## src/rtl/cpu_io_port.sv

```systemverilog
// cpu_io_port: console I/O peripheral between the CPU strobes and a host.
// Input FIFO feeds in_data; the output FIFO drains to the host by valid/ready.
`timescale 1ns/1ps
module cpu_io_port #(
  parameter int WIDTH     = 64,
  parameter int IN_DEPTH  = 8,
  parameter int OUT_DEPTH = 8
) (
  input  logic                         clk,
  input  logic                         reset,
  input  logic                         host_in_valid,
  output logic                         host_in_ready,
  input  logic [WIDTH-1:0]             host_in_data,
  input  logic                         in_signal,
  output logic [WIDTH-1:0]             in_data,
  input  logic                         out_signal,
  input  logic [WIDTH-1:0]             out_data,
  output logic                         host_out_valid,
  input  logic                         host_out_ready,
  output logic [WIDTH-1:0]             host_out_data,
  output logic [$clog2(IN_DEPTH):0]    in_count,
  output logic [$clog2(OUT_DEPTH):0]   out_count,
  output logic                         underflow,
  output logic                         overflow,
  input  logic                         clear_flags
);

  localparam int IAW = $clog2(IN_DEPTH);
  localparam int OAW = $clog2(OUT_DEPTH);
  localparam logic [IAW:0] IN_FULL = (IAW+1)'(IN_DEPTH);
  localparam logic [OAW:0] OUT_FULL = (OAW+1)'(OUT_DEPTH);

  logic             in_q;
  logic             in_q_d;
  logic             out_q;
  logic             out_q_d;
  logic             in_evt;
  logic             out_evt;

  logic [WIDTH-1:0] in_mem [IN_DEPTH];
  logic [IAW-1:0]   in_wr;
  logic [IAW-1:0]   in_rd;
  logic             in_full;
  logic             in_empty;
  logic             in_push;
  logic             in_pop;

  logic [WIDTH-1:0] out_mem [OUT_DEPTH];
  logic [OAW-1:0]   out_wr;
  logic [OAW-1:0]   out_rd;
  logic             out_full;
  logic             out_empty;
  logic             out_push;
  logic             out_pop;

  // Strobes are registered twice; an event is the registered rising edge.
  always_ff @(posedge clk or negedge reset) begin
    if (!reset) begin
      in_q    <= 1'b0;
      in_q_d  <= 1'b0;
      out_q   <= 1'b0;
      out_q_d <= 1'b0;
    end else begin
      in_q    <= in_signal;
      in_q_d  <= in_q;
      out_q   <= out_signal;
      out_q_d <= out_q;
    end
  end

  assign in_evt  = in_q & ~in_q_d;
  assign out_evt = out_q & ~out_q_d;

  assign in_full   = (in_count == IN_FULL);
  assign in_empty  = (in_count == '0);
  assign in_push   = host_in_valid & ~in_full;
  assign in_pop    = in_evt & ~in_empty;

  assign host_in_ready = ~in_full;
  assign in_data       = in_empty ? '0 : in_mem[in_rd];

  // Input storage; contents are don't-care while the count says empty.
  always_ff @(posedge clk) begin
    if (in_push) in_mem[in_wr] <= host_in_data;
  end

  // Input pointers and occupancy.
  always_ff @(posedge clk or negedge reset) begin
    if (!reset) begin
      in_wr    <= '0;
      in_rd    <= '0;
      in_count <= '0;
    end else begin
      if (in_push) in_wr <= in_wr + 1'b1;
      if (in_pop)  in_rd <= in_rd + 1'b1;
      unique case ({in_push, in_pop})
        2'b10:   in_count <= in_count + 1'b1;
        2'b01:   in_count <= in_count - 1'b1;
        default: ;
      endcase
    end
  end

  assign out_full  = (out_count == OUT_FULL);
  assign out_empty = (out_count == '0);
  assign out_push  = out_evt & ~out_full;
  assign out_pop   = host_out_ready & ~out_empty;

  assign host_out_valid = ~out_empty;
  assign host_out_data  = out_empty ? '0 : out_mem[out_rd];

  // Output storage captures out_data in the cycle the edge is seen.
  always_ff @(posedge clk) begin
    if (out_push) out_mem[out_wr] <= out_data;
  end

  // Output pointers and occupancy.
  always_ff @(posedge clk or negedge reset) begin
    if (!reset) begin
      out_wr    <= '0;
      out_rd    <= '0;
      out_count <= '0;
    end else begin
      if (out_push) out_wr <= out_wr + 1'b1;
      if (out_pop)  out_rd <= out_rd + 1'b1;
      unique case ({out_push, out_pop})
        2'b10:   out_count <= out_count + 1'b1;
        2'b01:   out_count <= out_count - 1'b1;
        default: ;
      endcase
    end
  end

  // Sticky error flags; a new error beats a same-cycle clear.
  always_ff @(posedge clk or negedge reset) begin
    if (!reset) begin
      underflow <= 1'b0;
      overflow  <= 1'b0;
    end else begin
      underflow <= (underflow & ~clear_flags) | (in_evt & in_empty);
      overflow  <= (overflow & ~clear_flags) | (out_evt & out_full);
    end
  end

endmodule

```

## config.mk

```make
export PLATFORM = sky130hd
export DESIGN_NAME = cpu_io_port
export DESIGN_NICKNAME = d
export VERILOG_FILES = /design/src/rtl/cpu_io_port.sv
export SDC_FILE = /design/constraint.sdc
export NUM_CORES = 1
export LEC_CHECK = 0
export CAP_MARGIN = 20
export CORE_UTILIZATION = 45
export DETAILED_ROUTE_END_ITERATION = 10
export MAX_ROUTING_LAYER = met4
export PLACE_DENSITY_LB_ADDON = 0.15
export SLEW_MARGIN = 20
export SYNTH_ARGS = -nofsm -noshare
export SYNTH_HDL_FRONTEND = slang
export SYNTH_SLANG_ARGS = --single-unit
```

## constraint.sdc

```tcl
create_clock -name clk -period 23.3 [get_ports clk]
set_input_delay 2.33 -clock clk [delete_from_list [all_inputs] [get_ports clk]]
set_output_delay 2.33 -clock clk [all_outputs]
set_load 0.01 [all_outputs]
```

Word-level counts from Yosys, hierarchy flattened
Memory sizes are Yosys's and may differ from the RTL's. Index checks and enable logic that the tools add are counted. W data, S select, Z words.

Reductions and logical operators: 4. Bitwise logic cells: 19. $add $sub $neg: 8. Eq/ne operators: 6. Muxes and demuxes: 8.

Operator list (count): $mux W64 (2); $pmux W4 S2 (2); $add A3 B1 Y3 const B (4); $and A1 B1 Y1 (10); $add A4 B1 Y4 const B (2); $eq A4 B4 Y1 const B (2); $logic_not A4 Y1 (2); $sub A4 B1 Y4 const B (2); $not A1 Y1 (7); $eq A2 B1 Y1 const B (2); $eq A2 B2 Y1 const B (2); $mux W1 (4); $reduce_bool A2 Y1 (2); $or A1 B1 Y1 (2).

Flip-flop bits (word level): 26. Input bits: 135. Bits in writable memories: 1024. Output and inout bits: 140. Memories kept: 2.

Memories: in_mem (words 8, width 64, read ports 1, clocked after Yosys merged registers in 0, write ports 1, line 40) `logic [WIDTH-1:0] in_mem [IN_DEPTH];`; out_mem (words 8, width 64, read ports 1, clocked after Yosys merged registers in 0, write ports 1, line 48) `logic [WIDTH-1:0] out_mem [OUT_DEPTH];`.

Logic depth before layout (Yosys ltp)
Depth after elaboration: 5. Gate-level depth with buffers: 11. Mapped depth without buffers: 10.

Least setup slack after synthesis
OpenSTA, ideal clock, no wires.

Path type: input-to-reg. From: in host_in_valid. To: mem in_mem[0][0] (enable). Path slack: 14.074 ns. Library setup time: 0.644 ns. Arrival time: 8.582 ns. Buffers on the path: 0. Stages: 2. Cell sequence: nand2_1 nor4_1.

Word-level cells in the longest chain between the ends: 3.

RTL lines: from (decl) (line 11) `input logic host_in_valid,`; $and A1 B1 Y1 (line 76) `assign in_push = host_in_valid & ~in_full;`; $mux W1 (line 84) `if (in_push) in_mem[in_wr] <= host_in_data;`; $mux W1 (not written as such) (line 84); to (decl) (line 40).

No other way between the ends.

Final worst setup path
From: reg in_rd[0]. To: out in_data[20].

Word-level cells in the longest chain between the ends: 2.

RTL lines: from (decl) (line 42) `logic [IAW-1:0] in_rd;`; from (signal assigned) (line 95) `if (in_pop) in_rd <= in_rd + 1'b1;`; $mem_v2 Z8 W64; $mux W64 (line 80) `assign in_data = in_empty ? '0 : in_mem[in_rd];`; to (decl) (line 15) `output logic [WIDTH-1:0] in_data,`.

No other way between the ends.

==> impl_metrics.ini <==
[clock_tree]
cts_max_level = 3
post_cts_buffers = 0
cts_tree = built
cts_resized = 0
clkTransAtPathRegs_ns = 0.06
cts_root_buffer = clkbuf_16
cts_made_buffers = 108
hold_buffers = 0
clock_latency_ns = 0.66
cts_buffer_depth = 3
clock_sinks = 1050

[power]
ir_worst_vdd_uv = 82.5
internal_power_uw = 4310
power_frac_seq = 0.404
p_leak_uw = 0.0155
clockPowerShare = 0.283
powerDensity_nw_per_um2 = 127
switching_share = 0.290
comb_power_share = 0.313
p_switching_uw = 1760

[sta]
skew_ns = 0.0168
period_needed_ns = 6.69
grt_setup_unrepaired = no
tightest_slew_ns = 1.10
setup_violations = 0
tns_ns = 0
relSlewSlack = 0.265
hold_viol = 0
fin_crit_sh = 0.287
slew_viol_final = 0
fmax_ghz = 0.150

[run_status]
outcome = finished clean

[grt]
grt_pass1_wl_um = 125000
grt_pass1_vias = 19500
track_usage = 0.194
grt_max_degree = 92
grt-ovfl-total = 0
antenna_found_initial = 9

[worst_setup_path]
path_max_fanout = 45
crit_slowest_cell = buf_4
cp-start-kind = flop
path_buf_inv = 3
crit_chain = buf_4, buf_4, mux4_2, mux2i_1, nor2_1, clkdlybuf4s50_1
crit_family = buffers and inverters
critical-path-max-stage-delay_ns = 0.79
path_class = reg2out
cpMostUsedCell = buf_4
arrival_ns = 4.36
required_ns = 20.97
cp-end-kind = output pin

[detailed_routing]
vias_per_cell = 5.48
vias = 18300
ant_nets = 0
wl_per_cell_um = 25.0
drt_first_pass_iters = 4
drc = 0
drt_iter0_drc = 1259
routed_wl_um = 83800

[flow_run]
cap_violations = 0

[yosys]
synthArstFlopShare = 0.0248
ys_types = 36
ys_seq_area_frac = 0.783
yosysWarningCount = 0
synth_flop_cell = edfxtp_1
netlist_area_um2 = 40100
synth_top_area_cell = edfxtp_1
synth_enable_flop_cells = 1024
synthCells = 1747
synthesis.nets = 1892
synth_seq_cells = 1050
syn_avg_cell_area_um2 = 23.0
synth_top_area_frac = 0.766
synth_area_leaders = edfxtp_1 (77%), mux4_2 (14%), mux2i_1 (3.2%)

[layout]
nets = 2227
finish.utilization = 0.541
final_layout_size_suffix_gt1_frac = 0.221
layout_commonest_cell = edfxtp_1
final_cell_mix = edfxtp_1 (1,024), clkdlybuf4s50_1 (274), mux4_2 (256), nor2_1 (131), mux2i_1 (128)
syn2layout_area_growth_pct = 19.3

[placement]
gp_congestion = 0.689
io_buffers = 274
dp_hpwl_um = 44200

[die]
die_width_um = 301
core_area_um2 = 88400
initial_core_util = 0.454
row_count = 109
ios = 275
fp.dieH_um = 301
dieArea_um2 = 90400

[hold_path]
hold_class = reg2reg
==> cell type report <==
class	count	area [µm²]
flip-flops and latches	1050	31400
diodes	9	22.5
clock inverters	68	741
clock buffers	132	2810
fillers	6761	40500
well taps	1165	1460
inverters	4	15.0
repair buffers	311	3030
multi-input cells	607	8340
==> flip-flops by register name (all words and copies together), names as in the netlist <==
name       flops
out_wr         3
underflow      1
in_rd          3
in_wr          3
out_rd         3
in_q           1
out_mem      512
in_mem       512
out_count      4
in_q_d         1
in_count       4
overflow       1
out_q          1
out_q_d        1
==> power by group through the flow <==
stage,combinational (µW),sequential [µW],clock (µW)
after global placement,1940,2480,0
after global routing,2050,2480,1830
after CTS,1960,2460,1760
after detailed placement,1950,2500,0
after floorplan,1210,2420,0
final,1900,2450,1720
==> cells in the mapped netlist, drive strengths merged, types with 2 or more instances <==
library cell  count
a21oi             4
buf              71
clkbuf           15
dfrtp            26
edfxtp         1024
ha               10
inv               4
mux2              6
mux2i           128
mux4            256
nand2             9
nand2b            8
nand3             3
nand3b            3
nor2            140
nor3              9
nor3b             2
nor4              4
xnor2             8
xor2             10
==> per-layer routing <==
| layer | up-vias | GRT usage | share of wire |
|---|---|---|---|
| met5 | - | - | 0 |
| met4 | 0 | 0.0527 | 0.022 |
| met3 | 131 | 0.0350 | 0.048 |
| met2 | 393 | 0.321 | 0.51 |
| met1 | 9821 | 0.250 | 0.42 |
| li1 | 7979 | - | - |
==> final timing paths <==
kind | endpoint | slack [ns] | startpoint | cells past startpoint
hold reg to reg | out_q_d | 0.37 | out_q | 0
setup reg to reg | out_mem[7][38] | 19.82 | out_count[0] | 5
max in group asynchronous | out_rd[2] | 20.92 | reset | 2
min in group asynchronous | underflow | 2.08 | reset | 2
setup / recovery | in_data[20] | 16.61 | in_rd[0] | 6
hold / removal | out_q_d | 0.37 | out_q | 0
==> metrics by stage <==
stage,cells,hold slack [ns],power (µW),setup slack [ns],cell area (µm²)
CTS,3337,0.377,6180,16.40,47800
global placement,3137,0.364,4430,17.20,44300
finish,3346,0.375,6080,16.61,47800
detailed placement,3137,0.364,4450,17.14,44300
global route,3346,0.382,6360,16.21,47800
floorplan,1747,0.355,3630,14.07,40100
==> logic make-up after synthesis <==
| group | after synthesis | share of synthesized area |
|---|---|---|
| AO/OA/AOI/OAI | 9 | 0.00143 |
| XOR/XNOR | 18 | 0.00393 |
| adder cells (fa/ha/maj) | 10 | 0.00312 |
| buffers and inverters | 90 | 0.0122 |
| flip-flops | 1050 | 0.783 |
| multiplexers | 390 | 0.177 |
| AND/OR/NAND/NOR | 180 | 0.0193 |
Note: power is estimated with default switching activity, not from simulation.
==> variant (same settings) <==
Change the parameter `WIDTH` from 64 to 60.
--- a/src/rtl/cpu_io_port.sv
+++ b/src/rtl/cpu_io_port.sv
@@ -4,3 +4,3 @@
 module cpu_io_port #(
-  parameter int WIDTH     = 64,
+  parameter int WIDTH     = 60,
   parameter int IN_DEPTH  = 8,
Interface: changed (resized host_in_data, host_out_data, in_data and out_data); port bits go from 275 to 259. No check against the original RTL was run, so the function may have changed too.
==> variant against the original RTL <==
First-iteration DRC count down 16%. Routed wire length down 6.2%. Largest cell class unchanged. Total power down 5.9%. Setup slack better by 0.35 ns. Sequential share of layout area down 0.20 points. Sequential cell count down 64. Clock power down 6%. Cell area down 5.8%. Critical endpoint is now host_out_data[35]. Sequential power down 4%. Area after synthesis down 5.9%.
==> variant: results (changes against the original RTL) <==
stage,metric,value,unit,change
power,powerClk,1.62,mW,-6%
global_routing,met3_usage,4.09,%,+0.60 points
power,leakage,14.6,nW,-5.4%
global_routing,grt_pass1_vias,18600,,-4.8%
logic_synthesis,synthMuxAreaShare,17.7,%,-0.062 points
timing,skew,0.0357,ns,+0.0190 ns
route,drtPass1Iterations,5,,+1
route,drt_iter0_drc,1054,,-16%
logic_synthesis,synth_xor_area_share,0.417,%,+0.024 points
setup_path,rr_startpoint,in_count[1],,
final_layout,layout-drive-gt1-share,22.6,%,+0.49 points
global_routing,track_usage,19.4,%,-0.095 points
logic_synthesis,ys_seq_area_share,78.0,%,-0.22 points
final_layout,layout.nets,2104,,-5.5%
global_routing,use_met2,32.3,%,+0.25 points
global_routing,grt_max_degree,71,,-23%
cts,cts_made_buffers,103,,-4.6%
placement,place_congestion,0.715,,+3.8%
setup_path,cp.arrival,4.01,ns,-0.35 ns
global_routing,antenna_found_initial,11,,+2
route,met1_length,32.5,mm,-7.7%
final_layout,nFillCells,6297,,-6.9%
route,avgRoutedWirePerCell,25.1,um,+0.13%
setup_path,critPathMaxFanout,69,,+53%
cts,cts_sinks,986,,-6.1%
setup_path,slowest_stage,dfrtp_4,,
route,vias_per_cell,5.48,,about the same
logic_synthesis,synth-edff-count,960,,-6.3%
power,switching_share,29.1,%,+0.13 points
outcome,status,completed,,
placement,hpwl,41.9,mm,-5.3%
timing,maxSlewHeadroom,24.6,%,-1.9 points
logic_synthesis,mappedNetlistNets,1786,,-5.6%
setup_path,r2r_slack,20.12,ns,+0.30 ns
power,p_sw,1.67,mW,-5.4%
logic_synthesis,ys_types,34,,-5.6%
power,seqPwrFrac,40.9,%,+0.5 points
setup_path,r2r-end,in_mem[6][34],,
power,vdd_drop_max,87.9,uV,+6.6%
setup_path,slowest_delay,1.15,ns,+0.36 ns
global_routing,grt_pass1_wl,118,mm,-5.7%
route,wl_met2,40.4,mm,-5.2%
[variant: cell count changes in the layout (fill, tap and decap cells not counted), sizes merged]
cell           change
clkdlybuf4s50     -16
buf                +2
mux2i              -8
edfxtp            -64
clkinvlp           -4
nor2               -8
diode              +2
inv                +1
bufinv             -5
mux4              -16
[variant: layout make-up]
cell class	count	area share, %
sequential	986	65.5
multi-input combinational	575	17.5
timing repair buffer	297	6.42
clock buffer	132	6.14
tap	1070	2.97
clock inverter	60	1.42
antenna	11	0.0611
inverter	4	0.0333
[variant: through the flow]
step	hold WS, ns	instances	util (%)	cell area, um^2	setup slack, ns
after global routing	0.390	3135	54.6	45100	16.61
after CTS	0.385	3123	54.6	45000	16.73
after floorplan	0.355	1649	-	37800	14.46
final	0.384	3135	54.6	45100	16.96
after global placement	0.368	2931	50.4	41600	17.46
after detailed placement	0.372	2931	50.4	41600	17.44
